**src/rtl/seout.sv**
```systemverilog
// ---------------------------------------------------------------------------
// seout -- eight-lane update serializer.
//
// An 8-entry bank (one 64-bit word plus a pending flag per lane) captures
// all lanes in a single cycle. It then drains one word per cycle in
// ascending lane order onto a single registered output. While captured
// words are still waiting, the block asks upstream to hold its lanes.
//
// Ports:
//   clk                     clock, all state changes on its rising edge
//   rst                     asynchronous active-high reset
//   input_update0..7 [63:0] lane update words
//   input_valid0..7         lane qualifiers
//   output_word [63:0]      serialized word (registered)
//   output_valid            output_word qualifier (registered)
//   se_stall_request        hold request to upstream (combinational from state)
//
// Build option:
//   SEOUT_LOOKAHEAD_EN  When defined, the edge that drains the last pending
//                       entry also captures the lanes, so back-to-back sets
//                       stream with no idle cycle. Stall is then raised only
//                       while two or more entries are pending.
// ---------------------------------------------------------------------------
module seout (
  input  logic        clk,
  input  logic        rst,
  input  logic [63:0] input_update0,
  input  logic [63:0] input_update1,
  input  logic [63:0] input_update2,
  input  logic [63:0] input_update3,
  input  logic [63:0] input_update4,
  input  logic [63:0] input_update5,
  input  logic [63:0] input_update6,
  input  logic [63:0] input_update7,
  input  logic        input_valid0,
  input  logic        input_valid1,
  input  logic        input_valid2,
  input  logic        input_valid3,
  input  logic        input_valid4,
  input  logic        input_valid5,
  input  logic        input_valid6,
  input  logic        input_valid7,
  output logic [63:0] output_word,
  output logic        output_valid,
  output logic        se_stall_request
);

  logic [63:0] lane_word [8];
  logic [7:0]  lane_valid;

  logic [63:0] bank [8];
  logic [7:0]  pending;

  logic [2:0]  drain_idx;
  logic        any_pending;
  logic        multi_pending;
  logic        capture;

  assign lane_word[0] = input_update0;
  assign lane_word[1] = input_update1;
  assign lane_word[2] = input_update2;
  assign lane_word[3] = input_update3;
  assign lane_word[4] = input_update4;
  assign lane_word[5] = input_update5;
  assign lane_word[6] = input_update6;
  assign lane_word[7] = input_update7;

  assign lane_valid = {input_valid7, input_valid6, input_valid5, input_valid4,
                       input_valid3, input_valid2, input_valid1, input_valid0};

  // Lowest-index pending entry; scanning downward lets lower lanes win.
  always_comb begin
    drain_idx = 3'd0;
    for (int i = 7; i >= 0; i--) begin
      if (pending[i]) drain_idx = 3'(i);
    end
  end

  assign any_pending = |pending;
  // Clearing the lowest set bit leaves something only if two or more are set.
  assign multi_pending = |(pending & (pending - 8'd1));

`ifdef SEOUT_LOOKAHEAD_EN
  // With at most one entry left, it drains this edge while the lanes
  // are captured behind it.
  assign se_stall_request = multi_pending;
  assign capture          = ~multi_pending;
`else
  assign se_stall_request = any_pending;
  assign capture          = ~any_pending;
`endif

  always_ff @(posedge clk or posedge rst) begin
    if (rst) begin
      pending      <= 8'd0;
      output_word  <= 64'd0;
      output_valid <= 1'b0;
      for (int i = 0; i < 8; i++) begin
        bank[i] <= 64'd0;
      end
    end else begin
      // Drain reads the bank contents from before this edge, so a capture
      // on the same edge cannot disturb the word being sent.
      if (any_pending) begin
        output_word  <= bank[drain_idx];
        output_valid <= 1'b1;
      end else begin
        output_valid <= 1'b0;
      end

      if (capture) begin
        // Replaces every pending bit, which also retires the entry drained
        // on this edge in the lookahead build.
        pending <= lane_valid;
        for (int i = 0; i < 8; i++) begin
          bank[i] <= lane_word[i];
        end
      end else if (any_pending) begin
        pending[drain_idx] <= 1'b0;
      end
    end
  end

endmodule

```
**config.mk**
```make
export PLATFORM = sky130hd
export DESIGN_NAME = seout
export DESIGN_NICKNAME = d
export VERILOG_FILES = /design/src/rtl/seout.sv
export SDC_FILE = /design/constraint.sdc
export NUM_CORES = 2
export LEC_CHECK = 0
export ABC_AREA = 0
export CORE_MARGIN = 2
export CORE_UTILIZATION = 25
export DETAILED_ROUTE_END_ITERATION = 16
export GPL_ROUTABILITY_DRIVEN = 0
export PLACE_DENSITY = 0.54
export SLEW_MARGIN = 20
export SYNTH_ARGS = -nofsm -noshare
export SYNTH_HDL_FRONTEND = slang
export SYNTH_SLANG_ARGS = --single-unit
```
**constraint.sdc**
```tcl
create_clock -name clk -period 19.7 [get_ports clk]
set_input_delay 3.94 -clock clk [delete_from_list [all_inputs] [get_ports clk]]
set_output_delay 3.94 -clock clk [all_outputs]
set_load 0.02 [all_outputs]
```
[Word level (Yosys, flattened, before mapping)]
Cells that the tools add are included.
Cells by class
  $lt $le $gt $ge: 3
  muxes and demuxes: 15
  bitwise logic cells: 3
  reduce and logical (&&, ||, !) cells: 2
Operators by type and width (number)
  $bmux 64 s3: 1
  $mux 64: 2
  $mux 3: 8
  $and 8x8->8: 1
  $mux 8: 1
  $not 8->8: 1
  $reduce_or 8->1: 1
  $ge 4x4->1 const B: 1
  $lt 3x4->1 const B: 1
  $not 3->4: 1
  $demux 1 s3: 1
  $ge 3x1->1 const B: 1
  $mux 1: 2
  $logic_and 1x1->1: 1
Word-level totals
  input port bits: 522
  logic and storage cells: 34
  output and inout port bits: 66
  register bits after elaboration: 585

[Logic depth before layout (Yosys ltp)]
  word-level depth: 15
  mapped depth: 11
  gate-level depth less buffers: 6

[Least setup slack after synthesis]
OpenSTA, ideal clock, no wires.
  path kind: reg2out
  start: reg pending[2]
  end: out se_stall_request
  setup slack: 14.186 ns
  data arrival time: 1.574 ns
  path buffers: 2
  stages on the path, launching flop included: 7
  data required time: 15.760 ns
  cell sequence: dfrtp_1 -> buf_2 -> nor4_2 -> nand2_1 -> nor2_2 -> inv_2 -> clkbuf_1
Between the ends
  longest elaborated chain between the ends: 1
RTL lines
  start: declaration: RTL line 52  | logic [7:0] pending;
  start signal: assignment: RTL line 114  | pending <= lane_valid;
  $reduce_or 8->1: RTL line 79  | assign any_pending = |pending;
  end: declaration: RTL line 45  | output logic se_stall_request
Every way passes these cells.

[Worst setup path after layout]
Same ends and word-level chain as after synthesis.

==> impl_metrics.xml <==
<?xml version="1.0" encoding="UTF-8"?>
<metrics>
  <group name="finish">
    <metric name="area_growth" unit="%">36.9</metric>
    <metric name="drive_gt1_frac" unit="">0.0497</metric>
    <metric name="design.final.nets" unit="">3985</metric>
    <metric name="postLayoutCellArea" unit="um^2">35300</metric>
  </group>
  <group name="routing">
    <metric name="viasPerCell" unit="">4.53</metric>
    <metric name="detailed_route_via_count" unit="">22200</metric>
    <metric name="wl_per_cell" unit="um">20.4</metric>
    <metric name="final_wirelength" unit="um">99900</metric>
    <metric name="wl_met1" unit="um">44300</metric>
    <metric name="drtAntennaViolNets" unit="">0</metric>
    <metric name="drt_pass1_iterations" unit="">5</metric>
    <metric name="maxUsedRoutingLayer" unit="">met5</metric>
    <metric name="number_of_design_rule_violations_left_after_detail_routing" unit="">0</metric>
    <metric name="first_iter_violations" unit="">1761</metric>
    <metric name="routed-wl-met3" unit="um">6450</metric>
    <metric name="detailed_routed_wire_length_on_met2" unit="um">46700</metric>
  </group>
  <group name="place">
    <metric name="post-dp-hpwl" unit="um">65800</metric>
    <metric name="input_output_buffers" unit="">587</metric>
    <metric name="placed_cell_area" unit="um^2">32800</metric>
  </group>
  <group name="clocking">
    <metric name="clkSinkCount" unit="">585</metric>
    <metric name="tritoncts_clock_tree" unit="">yes</metric>
    <metric name="postCtsHoldBufs" unit="">0</metric>
    <metric name="worst_skew_pair.late_latency" unit="ns">0.64</metric>
    <metric name="cts_max_path_buffers" unit="">3</metric>
    <metric name="post-cts-setup-buffers" unit="">0</metric>
    <metric name="post_cts_resized" unit="">0</metric>
    <metric name="worst_setup_hold_path_clk_slew" unit="ns">0.06</metric>
    <metric name="cts_htree_levels" unit="">3</metric>
    <metric name="clock_tree.root_cell" unit="">clkbuf_16</metric>
    <metric name="cts_buffers" unit="">71</metric>
  </group>
  <group name="synth">
    <metric name="asyncSetResetFlopFracSynth" unit="">1.00</metric>
    <metric name="synth_cells" unit="">2966</metric>
    <metric name="synth_top_flop_cell" unit="">dfrtp_1</metric>
    <metric name="synthesis.yosys.warnings" unit="">0</metric>
    <metric name="synth_top_cells_by_area" unit="">dfrtp_1 57%, nand2_1 23%, mux2i_1 5.8%</metric>
    <metric name="syn_avg_cell_area" unit="um^2">8.68</metric>
    <metric name="synthesis.nets" unit="">3488</metric>
    <metric name="ys_seq_elements" unit="">585</metric>
    <metric name="synth_top_area_cell" unit="">dfrtp_1</metric>
    <metric name="summed_instance_area_of_the_synthesized_netlist" unit="um^2">25800</metric>
    <metric name="synth_top_cells_by_count" unit="">1,611 x nand2_1, 585 x dfrtp_1, 150 x a21oi_1, 148 x mux2i_1, 112 x clkbuf_1</metric>
    <metric name="synth_sequential_area_ratio" unit="">0.568</metric>
    <metric name="cell_with_the_most_instances_after_synthesis" unit="">nand2_1</metric>
    <metric name="post-synth-top-area-fraction" unit="">0.568</metric>
    <metric name="yosysUniqueCellTypes" unit="">41</metric>
    <metric name="synth_edf_count" unit="">0</metric>
  </group>
  <group name="worst_setup_path">
    <metric name="worst-endpoint-required" unit="ns">15.76</metric>
    <metric name="path_delay_family" unit="">simple AND/OR/NAND/NOR gates</metric>
    <metric name="max_stage_delay" unit="ns">0.74</metric>
    <metric name="timing.critical_path.arrival" unit="ns">4.26</metric>
    <metric name="start_kind" unit="">flip-flop</metric>
    <metric name="worstPathMaxFanout" unit="">86</metric>
    <metric name="end_kind" unit="">primary output</metric>
    <metric name="critPathKind" unit="">flip-flop to primary output</metric>
    <metric name="timing.critical_path.cells" unit="">nor4_2, nand2_4, nor2_4, inv_8, clkdlybuf4s50_1</metric>
    <metric name="timing.critical_path.buf_inv" unit="">2</metric>
    <metric name="critical-path-slowest-cell" unit="">nor2_4</metric>
  </group>
  <group name="grt">
    <metric name="grt_antenna_before_repair" unit="">24</metric>
    <metric name="grt_pass1_wl" unit="um">148000</metric>
    <metric name="pin_count_of_the_biggest_net_entering_global_routing" unit="">203</metric>
    <metric name="first_global_vias" unit="">22800</metric>
    <metric name="grt_use_total" unit="">0.187</metric>
    <metric name="grt_remaining_overflow" unit="">0</metric>
  </group>
  <group name="pwr">
    <metric name="sequential_share_of_power" unit="">0.311</metric>
    <metric name="cellPowerDensity" unit="nW/um^2">198</metric>
    <metric name="power.share.clock" unit="">0.190</metric>
    <metric name="p_int" unit="mW">3.88</metric>
    <metric name="ir_worst_vdd" unit="mV">0.163</metric>
    <metric name="switching_share" unit="">0.444</metric>
    <metric name="p_leak" unit="nW">16.9</metric>
    <metric name="combPwrFrac" unit="">0.499</metric>
    <metric name="power_switching" unit="mW">3.10</metric>
  </group>
  <group name="timing">
    <metric name="finalHoldWorstSlack" unit="ns">0.471</metric>
    <metric name="achievable-frequency" unit="MHz">122</metric>
    <metric name="finalSetupTns" unit="ns">0</metric>
    <metric name="maxSlewHeadroom" unit="">0.0707</metric>
    <metric name="final_period_utilization" unit="">0.416</metric>
    <metric name="grt_setup_unrepaired" unit="">no</metric>
    <metric name="post-route-min-period" unit="ns">8.20</metric>
    <metric name="skew" unit="ns">0.0313</metric>
    <metric name="worst_slew_pin_slew" unit="ns">1.39</metric>
    <metric name="report.final.setup_viol" unit="">0</metric>
    <metric name="slew_viol_final" unit="">0</metric>
    <metric name="final_hold_viol_count" unit="">0</metric>
  </group>
  <group name="die">
    <metric name="initial_core_util" unit="">0.252</metric>
    <metric name="chipHeight" unit="um">325</metric>
    <metric name="core_region_area" unit="um^2">102000</metric>
    <metric name="chipWidth" unit="um">325</metric>
    <metric name="fp-row-count" unit="">117</metric>
    <metric name="design.portCount" unit="">588</metric>
    <metric name="die-area" unit="um^2">106000</metric>
  </group>
  <group name="hold_path">
    <metric name="holdCritPathClass" unit="">flip-flop to flip-flop</metric>
  </group>
  <group name="status">
    <metric name="outcome" unit="">finished clean</metric>
  </group>
  <group name="run">
    <metric name="drv.max_cap_violation_count" unit="">0</metric>
  </group>
</metrics>
metal layers:
| metal | vias up | GRT usage |
|---|---|---|
| met1 | 10800 | 0.247 |
| met5 | - | 0 |
| met4 | 22 | 0.0544 |
| met3 | 140 | 0.0444 |
| li1 | 10600 | - |
| met2 | 638 | 0.303 |
layout make-up:
type                            count  area [um^2]
Clock buffer                      106         2140
Timing Repair Buffer              623         6220
Tap cell                         1368         1710
Multi-Input combinational cell   2177        10300
Fill cell                       10600        66800
Antenna cell                        8         20.0
Inverter                            5         30.0
Clock inverter                     23          211
Sequential cell                   585        14600
cells in the final DEF (no fill, tap or decap), types with 6 or more instances in the layout:
master / count
nor2_1: 43
clkbuf_1: 15
clkinv_2: 10
dfrtp_1: 581
nand2_1: 1608
clkdlybuf4s50_1: 587
clkbuf_8: 17
o32a_1: 35
o211ai_1: 27
o22ai_1: 59
buf_4: 31
mux2i_1: 148
clkbuf_16: 74
diode_2: 8
a21oi_1: 150
nand3b_1: 23
o21ai_0: 10
o22a_1: 29
a22oi_1: 6
kinds of logic after synthesis:
logic type | count (synthesis) | synth area share
simple gates | 1694 | 0.253
buf+inv | 204 | 0.0356
compound gates | 335 | 0.0858
flops | 585 | 0.568
mux | 148 | 0.0575
sequential cells by signal (all words and copies together), names as in the netlist:
register and count:
pending 8, output_word 64, bank 512, output_valid 1
metrics by stage:
step	setup WS (ns)	instances	util	power (mW)
3_5_place_dp	11.39	4756	0.322	5.73
6_report	11.50	4895	0.345	6.99
4_1_cts	11.36	4885	0.345	7.08
2_1_floorplan	7.79	2966	-	4.48
5_1_grt	11.18	4894	0.345	7.54
3_3_place_gp	11.40	4756	0.322	5.68
power groups by stage:
stage / Clock (mW) / Sequential [mW] / Combinational, mW
CTS: 1.36 / 2.17 / 3.55
global route: 1.41 / 2.25 / 3.89
finish: 1.33 / 2.17 / 3.49
detailed placement: 0 / 2.19 / 3.54
floorplan: 0 / 2.17 / 2.31
global placement: 0 / 2.18 / 3.51
worst reg2reg max path, cell delays in order, from the launching register on:
cell     delay (ns)
dfrtp_4        0.97
nor2_1         0.30
nand2_4        0.60
nor2_4         0.31
inv_8          0.47
buf_12         0.45
buf_4          1.52
o32a_1         0.36
final timing paths:
| check | cells after the start | from | slack [ns] | to |
|---|---|---|---|---|
| min in group asynchronous | 2 | rst | 3.85 | bank[105] |
| setup reg to reg | 7 | pending[4] | 14.63 | output_word[63] |
| max in group asynchronous | 6 | rst | 12.27 | pending[4] |
| hold reg to reg | 2 | bank[287] | 0.47 | bank[287] |
| setup / recovery | 5 | pending[2] | 11.50 | se_stall_request |
| hold / removal | 2 | bank[287] | 0.47 | bank[287] |
Note: power is estimated with default switching activity, not from simulation.
==> patch: new RTL, same settings <==
Add a define of `SEOUT_LOOKAHEAD_EN`.
--- a/src/rtl/seout.sv
+++ b/src/rtl/seout.sv
@@ -21,6 +21,8 @@
 //                       stream with no idle cycle. Stall is then raised only
 //                       while two or more entries are pending.
 // ---------------------------------------------------------------------------
+`define SEOUT_LOOKAHEAD_EN
+
 module seout (
   input  logic        clk,
   input  logic        rst,
Formal check against the unedited RTL: not equivalent (Yosys sat finds a counterexample within 4 cycles, from zero or initial values and one cycle with rst high).
==> patch against the original RTL <==
Sequential cell count did not move; global-route usage fell by 1.2 points; combinational power rose by 22%; power rose by 13%; design area rose by 5.0%; sequential share of layout area fell by 2.0 points; synthesized area rose by 7.7%; die area rose by 7.6%; routed wire length rose by 1.8%; highest routed layer unchanged; final cell count fell by 16%; setup slack improved by 0.30 ns; critical endpoint unchanged.
==> patch: results (changes against the original RTL) <==
* Mux share of post-synthesis cell area at 0.283 (was 0.0575)
* Synth Area in Adders at 0.000767 (was 0)
* DRT iter0 DRCs at 1,103 (was 1,761)
* Post-synthesis cell type count at 49 (was 41)
* Hold Path Depth at 1 (was 2)
* Post-DP Area at 34,500 µm² (was 32,800 µm²)
* Leakage power at 0.0159 µW (was 0.0169 µW)
* Most frequent cells after synthesis: 585 x dfrtp_1, 400 x mux2_4, 239 x nand2_1 (was 1,611 x nand2_1, 585 x dfrtp_1, 150 x a21oi_1)
* Net Count, Synth at 2,529 (was 3,488)
* Worst vdd ir at 0.223 mV (was 0.163 mV)
* Synth Area in Compound Gates at 0.0911 (was 0.0858)
* Synth top area cells: dfrtp_1 53%, mux2_4 22%, mux2_1 3.3%, nand2_1 3.2%, buf_12 3.2% (was dfrtp_1 57%, nand2_1 23%, mux2i_1 5.8%, a21oi_1 2.9%, clkbuf_1 1.6%)
* Via/cell ratio at 4.46 (was 4.53)
* Final wirelength at 102,000 µm (was 99,900 µm)
* Share of layout cells above drive strength 1 at 0.232 (was 0.0497)
* WP data arrival at 3.96 ns (was 4.26 ns)
* Largest net degree at the start of global routing at 159 (was 203)
* Sequential-to-total area share from yosys stat at 0.528 (was 0.568)
* Non-filler instance count after layout at 4,118 (was 4,895)
* GRT Total Usage at 0.175 (was 0.187)
* Final net count at 3,080 (was 3,985)
* Setup WS pre-CTS at 11.78 ns (was 11.39 ns)
* Worst-margin pin slew at 1.14 ns (was 1.39 ns)
* Vias in the first global route at 19,152 (was 22,823)
* Placed instance count at 3,969 (was 4,756)
* Reg2Reg Depth at 10 (was 7)
* DPL Wire Length at 73,200 µm (was 65,800 µm)
* First-pass GRT wire length at 142,000 µm (was 148,000 µm)
* Initial antenna violation count at 41 (was 24)
* Synthesized area per cell at 13.8 µm² (was 8.68 µm²)
* Worst Clk Skew at 0.0239 ns (was 0.0313 ns)
* XOR/XNOR Fraction of Synth Area at 0 (unchanged)
* Fillers at 10,903 (was 10,552)
* CTS Buf Count at 74 (was 71)
* Status: complete, no violations (unchanged)
* Async S/R FF share, synth at 1.00 (unchanged)
* P&R area growth vs syn at 33.5% (was 36.9%)
-- patch: cell count changes in the layout (fill, tap and decap cells not counted), moves of 19 or more --
cell / change
nand2_1: -1370
mux2i_1: -90
mux2_2: +31
a21o_1: +19
mux2_1: +81
nand3b_1: -23
o211ai_1: -27
mux2_4: +400
-- patch: final timing paths --
path	start	slack, ns	end
max	pending[2]	11.80	se_stall_request
min	bank[314]	0.48	bank[314]
max reg2reg	pending[2]	12.92	bank[287]
min reg2reg	bank[314]	0.48	bank[314]
max in group asynchronous	rst	12.86	bank[162]
min in group asynchronous	rst	3.92	bank[463]
-- patch: cell type report --
type                    count  area share
flip-flops and latches    585       0.396
clock inverters            27     0.00953
repair buffers            627       0.168
well taps                1488      0.0503
diodes                     16     0.00108
multi-input cells        1267       0.318
clock buffers             105      0.0573
inverters                   3    0.000406
-- patch: routing by layer --
layer  global-route usage  part of all wire
met5                    0            0.0016
met4               0.0565             0.023
met3               0.0396             0.062
met2                0.253              0.43
met1                0.256              0.48
-- patch: cells by family after synthesis --
family / Yosys count
buffers and inverters: 155
flip-flops: 585
AO/OA/AOI/OAI: 374
AND/OR/NAND/NOR: 321
multiplexers: 570
adder cells (fa/ha/maj): 2
-- patch: critical path: stages, from the launching register on --
cell	delay, ns
dfrtp_4	0.80
or4_4	0.69
or2_1	0.27
maj3_2	0.32
nor2_1	0.12
o22a_4	0.46
inv_1	0.08
clkdlybuf4s50_1	0.55
-- patch: power by group --
part | leakage, µW | internal [µW] | switching (µW) | total, µW
clock network | 0.00121 | 833 | 567 | 1400
registers | 0.00685 | 1870 | 376 | 2250
logic | 0.00781 | 2180 | 2080 | 4250
